$ cat config.mk
export PLATFORM = sky130hd
export DESIGN_NAME = seven_seg_scanner_flat
export DESIGN_NICKNAME = d
export VERILOG_FILES = /design/src/rtl/seven_seg_pkg.sv /design/src/rtl/seven_seg_scanner_if.sv /design/src/rtl/seven_seg_scanner_scan_timer.sv /design/src/rtl/seven_seg_scanner.sv /design/src/flat_wrapper.sv
export SDC_FILE = /design/constraint.sdc
export NUM_CORES = 1
export LEC_CHECK = 0
export CAP_MARGIN = 0
export CORE_MARGIN = 2
export CORE_UTILIZATION = 40
export DETAILED_ROUTE_END_ITERATION = 10
export HOLD_SLACK_MARGIN = 0.06
export PLACE_DENSITY_LB_ADDON = 0.12
export SLEW_MARGIN = 20
export SYNTH_ARGS = -nofsm -noshare
export SYNTH_HDL_FRONTEND = slang
export SYNTH_SLANG_ARGS = --single-unit
$ cat constraint.sdc
create_clock -name clk -period 3.2 [get_ports clk]
set_input_delay 0.64 -clock clk [delete_from_list [all_inputs] [get_ports clk]]
set_output_delay 0.64 -clock clk [all_outputs]
set_load 0.1 [all_outputs]
$ cat src/rtl/seven_seg_pkg.sv
// Shared constants and scan-state encoding for the multiplexed seven-segment scanner.
package seven_seg_pkg;

    localparam int NDIG_DEF  = 4;
    localparam int DW_DEF    = 4;
    localparam int PRESC_DEF = 50000;
    localparam int BLANK_DEF = 16;

    // Wide enough for any practical digit count; users slice off NDIG bits.
    localparam int                 MAX_DIG   = 32;
    localparam logic [MAX_DIG-1:0] ANODE_OFF = '1;

    localparam logic [0:0] ST_BLANK = 1'b0;
    localparam logic [0:0] ST_SHOW  = 1'b1;

endpackage

$ cat src/rtl/seven_seg_scanner_if.sv
// Application-side load/ack handshake of the scanner.
interface seven_seg_scanner_if
    import seven_seg_pkg::*;
#(
    parameter int NDIG = NDIG_DEF,
    parameter int DW   = DW_DEF
);

    logic               load;
    logic [NDIG*DW-1:0] din;
    logic [NDIG-1:0]    dot_in;
    logic               lz_en;
    logic               upd_ack;
    logic               frame_tick;

    modport master (
        output load, din, dot_in, lz_en,
        input  upd_ack, frame_tick
    );

    modport slave (
        input  load, din, dot_in, lz_en,
        output upd_ack, frame_tick
    );

endinterface

$ cat src/rtl/seven_seg_scanner_scan_timer.sv
// Slot/digit sequencer: cnt runs 0..PRESC-1 per slot, idx steps through the digits,
// and the scan state is BLANK for the first BLANK cycles of each slot.
module scan_timer
    import seven_seg_pkg::*;
#(
    parameter int PRESC = PRESC_DEF,
    parameter int BLANK = BLANK_DEF,
    parameter int NDIG  = NDIG_DEF,
    localparam int IDXW = (NDIG > 1) ? $clog2(NDIG) : 1
) (
    input  logic            clk,
    input  logic            rst_n,
    output logic            show,
    output logic [IDXW-1:0] idx,
    output logic            boundary
);

    localparam int             CNTW       = $clog2(PRESC);
    localparam logic [CNTW-1:0] CNT_LAST   = CNTW'(PRESC - 1);
    localparam logic [CNTW-1:0] BLANK_LAST = CNTW'(BLANK - 1);
    localparam logic [IDXW-1:0] IDX_LAST   = IDXW'(NDIG - 1);

    logic [CNTW-1:0] cnt_q, cnt_d;
    logic [IDXW-1:0] idx_q, idx_d;
    logic [0:0]      state_q, state_d;

    always_comb begin
        cnt_d   = cnt_q + 1'b1;
        idx_d   = idx_q;
        state_d = state_q;
        if (cnt_q == CNT_LAST) begin
            cnt_d   = '0;
            state_d = ST_BLANK;
            idx_d   = (idx_q == IDX_LAST) ? '0 : idx_q + 1'b1;
        end else if (cnt_q == BLANK_LAST) begin
            state_d = ST_SHOW;
        end
    end

    // NOTE: state registers use non-blocking assignments so every flop samples
    // pre-edge values regardless of statement order.
    always_ff @(posedge clk) begin
        if (!rst_n) begin
            cnt_q   <= '0;
            idx_q   <= '0;
            state_q <= ST_BLANK;
        end else begin
            cnt_q   <= cnt_d;
            idx_q   <= idx_d;
            state_q <= state_d;
        end
    end

    assign show     = (state_q == ST_SHOW);
    assign idx      = idx_q;
    assign boundary = (cnt_q == '0) && (idx_q == '0);

endmodule

$ cat src/rtl/seven_seg_scanner.sv
// Multiplexed common-anode display scanner with frame-aligned updates and
// leading-zero suppression; drives an external hex decoder through dig_val/dig_dot.
module seven_seg_scanner
    import seven_seg_pkg::*;
#(
    parameter int NDIG  = NDIG_DEF,
    parameter int DW    = DW_DEF,
    parameter int PRESC = PRESC_DEF,
    parameter int BLANK = BLANK_DEF
) (
    input  logic                clk,
    input  logic                rst_n,
    seven_seg_scanner_if.slave  bus,
    output logic [DW-1:0]       dig_val,
    output logic                dig_dot,
    output logic [NDIG-1:0]     an
);

    localparam int              IDXW   = (NDIG > 1) ? $clog2(NDIG) : 1;
    localparam logic [NDIG-1:0] AN_OFF = ANODE_OFF[NDIG-1:0];

    logic            show;
    logic [IDXW-1:0] idx;
    logic            boundary;

    scan_timer #(
        .PRESC (PRESC),
        .BLANK (BLANK),
        .NDIG  (NDIG)
    ) u_scan_timer (
        .clk      (clk),
        .rst_n    (rst_n),
        .show     (show),
        .idx      (idx),
        .boundary (boundary)
    );

    logic [NDIG*DW-1:0] act_val_q,  act_val_d;
    logic [NDIG-1:0]    act_dot_q,  act_dot_d;
    logic [NDIG*DW-1:0] pend_val_q, pend_val_d;
    logic [NDIG-1:0]    pend_dot_q, pend_dot_d;
    logic               pend_v_q,   pend_v_d;
    logic               upd_ack_q,  upd_ack_d;
    logic               frame_tick_q, frame_tick_d;
    logic [DW-1:0]      dig_val_q,  dig_val_d;
    logic               dig_dot_q,  dig_dot_d;
    logic [NDIG-1:0]    an_q,       an_d;
    logic [NDIG-1:0]    lz_blank;
    logic               zero_above;

    // Handshake: loads park in pending and are promoted only at the frame boundary;
    // a load coinciding with the boundary goes straight to active.
    always_comb begin
        act_val_d    = act_val_q;
        act_dot_d    = act_dot_q;
        pend_val_d   = pend_val_q;
        pend_dot_d   = pend_dot_q;
        pend_v_d     = pend_v_q;
        upd_ack_d    = 1'b0;
        frame_tick_d = boundary;
        if (boundary) begin
            if (bus.load) begin
                act_val_d = bus.din;
                act_dot_d = bus.dot_in;
                pend_v_d  = 1'b0;
                upd_ack_d = 1'b1;
            end else if (pend_v_q) begin
                act_val_d = pend_val_q;
                act_dot_d = pend_dot_q;
                pend_v_d  = 1'b0;
                upd_ack_d = 1'b1;
            end
        end else if (bus.load) begin
            pend_val_d = bus.din;
            pend_dot_d = bus.dot_in;
            pend_v_d   = 1'b1;
        end
    end

    // Outputs look at the next active value so the first cycle of a new frame
    // already shows the freshly promoted data.
    always_comb begin
        // NOTE: combinational blocks use blocking assignments and give every
        // target a default first, so no latch is inferred and the running
        // zero_above chain reads its own updated value.
        zero_above = 1'b1;
        lz_blank   = '0;
        for (int k = NDIG - 1; k >= 0; k--) begin
            zero_above  = zero_above && (act_val_d[k*DW +: DW] == '0);
            lz_blank[k] = bus.lz_en && zero_above && (k != 0);
        end

        dig_val_d = act_val_d[int'(idx)*DW +: DW];
        dig_dot_d = act_dot_d[idx];
        an_d      = AN_OFF;
        if (show && !lz_blank[idx]) begin
            an_d[idx] = 1'b0;
        end
    end

    always_ff @(posedge clk) begin
        if (!rst_n) begin
            act_val_q    <= '0;
            act_dot_q    <= '0;
            pend_val_q   <= '0;
            pend_dot_q   <= '0;
            pend_v_q     <= 1'b0;
            upd_ack_q    <= 1'b0;
            frame_tick_q <= 1'b0;
            dig_val_q    <= '0;
            dig_dot_q    <= 1'b0;
            an_q         <= AN_OFF;
        end else begin
            act_val_q    <= act_val_d;
            act_dot_q    <= act_dot_d;
            pend_val_q   <= pend_val_d;
            pend_dot_q   <= pend_dot_d;
            pend_v_q     <= pend_v_d;
            upd_ack_q    <= upd_ack_d;
            frame_tick_q <= frame_tick_d;
            dig_val_q    <= dig_val_d;
            dig_dot_q    <= dig_dot_d;
            an_q         <= an_d;
        end
    end

    assign dig_val        = dig_val_q;
    assign dig_dot        = dig_dot_q;
    assign an             = an_q;
    assign bus.upd_ack    = upd_ack_q;
    assign bus.frame_tick = frame_tick_q;

endmodule

$ cat src/flat_wrapper.sv
// flat-port wrapper written by rule: the top's interface ports become plain ports
module seven_seg_scanner_flat import seven_seg_pkg::*;
#(
    parameter int NDIG  = NDIG_DEF,
    parameter int DW    = DW_DEF,
    parameter int PRESC = PRESC_DEF,
    parameter int BLANK = BLANK_DEF
)
  (clk, rst_n, dig_val, dig_dot, an, bus_load, bus_din, bus_dot_in, bus_lz_en, bus_upd_ack, bus_frame_tick);
  seven_seg_scanner_if #(.NDIG(NDIG), .DW(DW)) bus_i ();
  input  logic clk;
  input  logic rst_n;
  output logic [DW-1:0] dig_val;
  output logic dig_dot;
  output logic [NDIG-1:0] an;
  input wire logic [$bits(bus_i.load)-1:0] bus_load;
  input wire logic [$bits(bus_i.din)-1:0] bus_din;
  input wire logic [$bits(bus_i.dot_in)-1:0] bus_dot_in;
  input wire logic [$bits(bus_i.lz_en)-1:0] bus_lz_en;
  output wire logic [$bits(bus_i.upd_ack)-1:0] bus_upd_ack;
  output wire logic [$bits(bus_i.frame_tick)-1:0] bus_frame_tick;
  assign bus_i.load = bus_load;
  assign bus_i.din = bus_din;
  assign bus_i.dot_in = bus_dot_in;
  assign bus_i.lz_en = bus_lz_en;
  assign bus_upd_ack = bus_i.upd_ack;
  assign bus_frame_tick = bus_i.frame_tick;
  seven_seg_scanner #(.NDIG(NDIG), .DW(DW), .PRESC(PRESC), .BLANK(BLANK)) u_core (.clk(clk), .rst_n(rst_n), .bus(bus_i), .dig_val(dig_val), .dig_dot(dig_dot), .an(an));
endmodule
==> flow_summary.yaml <==
status:
  status: "complete, no violations"
sta:
  max_freq_ghz: 0.3452
  min_period_over_period_pct: 90.54
  fin_hold_ws_ns: 0.4624
  rsz0062_at_grt: "no"
  finalHoldViolCount: 0
  setup-violations-final: 0
  tightest_slew_ns: 0.8054
  finClkSkew_ns: 0.01247
  setup_ws_ns: 0.3027
  period_minus_slack_ns: 2.897
  max_slew_margin_pct: 46.17
  maxSlewViolCount: 0
  setup_tns_ns: 0
setup_path:
  cp-start-kind: "flip-flop"
  cpPeakStageDelay_ns: 0.46
  crit_chain: "inv_2 > ha_1 > and4bb_2 > and3_1 > nand3_4 > o221ai_1 > nand4b_1 > and4_1 > a41oi_1"
  path_max_fanout: 16
  critPathSlowestCell: "and3_1"
  cp.arrival_ns: 3.16
  cp-end-kind: "flip-flop"
  worstPathRequired_ns: 3.47
  critPathKind: "flip-flop to flip-flop"
cells_and_area:
  diodes: 0
  fin_nets: 456
  drive_above_1_share_pct: 11.60
  area_growth_pct: 18.72
  finalInstanceArea_sq_mm: 0.003928
clock_network:
  clockBufferDepth: 2
  cts_max_level: 3
  cts.clk_slew.worst_paths_ns: 0.07
  cts_hold_buf: 0
  cts_root_buf: "clkbuf_8"
  cts-resized-gates: 0
  clock_sinks: 71
  cts_tree: "yes"
  clk_latency_ns: 0.36
  cts_inserted_buffers: 9
  postCtsSetupRepairBufs: 0
synth:
  syn_nets: 423
  synth_warnings: 0
  synth.mux.area_fraction_pct: 2.194
  syn_inst: 393
  synth_top_family_by_area: "simple AND/OR/NAND/NOR gates"
  synth_compound_area_share_pct: 20.12
  avgSynthCellArea_sq_um: 8.418
  syn_area_sq_mm: 0.003308
  yosysSeqAreaShare_pct: 42.97
  ys_types: 45
  synth-seq-cells: 71
  synth_fa_ha_area_share_pct: 2.269
  yosys.area_share.simple_pct: 24.05
  synth-xor-area-share_pct: 3.707
global_routing:
  grt_util_met3_pct: 4.549
  grt_util_met1_pct: 26.06
  overflow: 0
  grt_use_met2_pct: 33.92
  antenna_found_initial: 0
  grt_start_max_net_pins: 30
  grt_pass1_wl_microns: 13990
  grt_util_all_layers_pct: 20.33
  grt_pass1_vias: 2773
  grt_busiest_layer: "met2"
route:
  drt_iter0_drc: 126
  ant_nets: 0
  wl_per_cell_microns: 15.64
  via_per_inst: 5.272
  drc: 0
  drtPass1Iterations: 4
  vias: 2826
  wirelength_microns: 8383
floorplan:
  pin_count: 35
  core_area_sq_mm: 0.008134
  die_h_microns: 94.94
  die_area_sq_mm: 0.009014
  placementRows: 33
  die_x_microns: 94.94
  start_util_pct: 40.67
placement:
  dpl_cell_area_sq_mm: 0.003730
  dp_slack_ns: 0.2980
  port_buffers: 34
  place.gp.congestion: 0.8929
  dp_hpwl_microns: 5975
power:
  peakVddDrop_mv: 0.3200
  p_per_area_mw_per_mm2: 546.9
  leakage_nw: 1.515
run:
  maxCapViolations: 0
hold_path:
  hold_class: "flip-flop to flip-flop"
## final cells by class
type                    count  area (sq um)
fillers                   792          4207
well taps                 105         131.4
repair buffers             44         400.4
clock inverters             6         60.06
multi-input cells         288          1732
flip-flops and latches     71          1421
inverters                  12         45.04
clock buffers              10         137.6
## critical path: cells and delay by family (launching register included)
family / cells / cell delay (ns)
adders and majority gates: 1 / 0.23
AOI/OAI and AO/OA: 2 / 0.54
DFF: 1 / 0.32
buffers and inverters: 1 / 0.20
and+or+nand+nor: 5 / 1.51
## layer usage
| layer | part of all wire [%] | vias to the layer above |
|---|---|---|
| met2 | 48 | 58 |
| li1 | - | 1460 |
| met1 | 46 | 1298 |
| met5 | 0 | - |
| met4 | 1.4 | 0 |
| met3 | 4.4 | 10 |
## synth_stat cells (all sizes together)
library cell	n	share of area, %
a21o	6	1.4
ha	6	2.3
dfxtp	71	43
mux2	2	0.68
and4bb	1	0.38
inv	12	1.4
xnor2	6	1.6
o31ai	2	0.45
o32a	1	0.30
o41ai	1	0.26
nand3	12	2.5
and4	6	1.6
nand4	3	0.57
a21oi	36	5.4
nand2	54	6.1
a211oi	2	0.45
nor3	5	0.76
o221ai	2	0.53
a22oi	4	0.91
nor4	4	1.4
clkbuf	14	1.6
and3	2	0.38
o221a	2	0.68
and2	17	3.3
o22a	4	1.1
nor2b	4	0.76
nor4b	1	0.26
nand4b	2	0.98
nor2	45	5.1
o22ai	25	4.7
a41oi	8	2.1
mux2i	5	1.5
xor2	8	2.1
o21ai	12	1.8
buf	8	1.7
## cells by family (layout without fill, tap and decap cells)
logic type | after synthesis | count (layout)
XOR/XNOR | 14 | 14
AO/OA/AOI/OAI | 105 | 105
flip-flops | 71 | 71
multiplexers | 7 | 7
AND/OR/NAND/NOR | 156 | 156
buffers and inverters | 34 | 72
adder cells (fa/ha/maj) | 6 | 6
## flip-flops by register name, indices dropped and copies added (netlist names)
register and cells:
u_core.act_dot_q 4, u_core.act_val_q 16, u_core.an 4, u_core.bus.frame_tick 1, u_core.bus.upd_ack 1, u_core.dig_dot 1
u_core.dig_val 4, u_core.pend_dot_q 4, u_core.pend_v_q 1, u_core.pend_val_q 16, u_core.u_scan_timer.cnt_q 16, u_core.u_scan_timer.idx 2
u_core.u_scan_timer.show 1
## through the flow
step           power, mW  instances  util, %
5_1_grt            2.245        536    48.28
3_3_place_gp       1.441        520    45.85
4_1_cts            2.167        536    48.28
6_report           2.148        536    48.28
2_1_floorplan      1.313        393        -
3_5_place_dp       1.444        520    45.85
## power breakdown
part           internal, mW  switching (mW)  leakage (nW)
logic                 0.175           0.272         0.837
registers             0.942          0.0368         0.580
clock network         0.377           0.346        0.0981
total                  1.49           0.654          1.52
## cells in the final DEF (no fill, tap or decap), types with 2 or more instances in the layout
cell / instances
nand2_1: 54
xor2_1: 8
and2_1: 16
a21oi_1: 36
xnor2_1: 6
a211oi_1: 2
nor4_1: 2
o22ai_1: 25
and4_1: 6
nor2_1: 45
nand3_2: 2
clkdlybuf4s50_1: 23
a21o_1: 6
dfxtp_1: 71
o221ai_1: 2
o221a_2: 2
nor3_1: 5
nand3_1: 9
clkinvlp_4: 2
o21ai_0: 6
buf_4: 20
o21ai_1: 6
mux2_2: 2
clkinv_2: 3
ha_1: 6
o31ai_1: 2
mux2i_1: 5
clkbuf_8: 10
inv_1: 11
a22oi_1: 4
nor2b_1: 4
and3_1: 2
o22a_1: 4
nand4_1: 3
a41oi_1: 8
## path summary, 6_finish.rpt
check                               end  cells past startpoint                       start  slack [ns]
setup / recovery           u_core.an[0]                      9  u_core.u_scan_timer.idx[0]        0.30
hold / removal    u_core.pend_val_q[15]                      2       u_core.pend_val_q[15]        0.46
setup reg to reg           u_core.an[0]                      9  u_core.u_scan_timer.idx[0]        0.30
hold reg to reg   u_core.pend_val_q[15]                      2       u_core.pend_val_q[15]        0.46
Power figures use the tool's default switching activity.
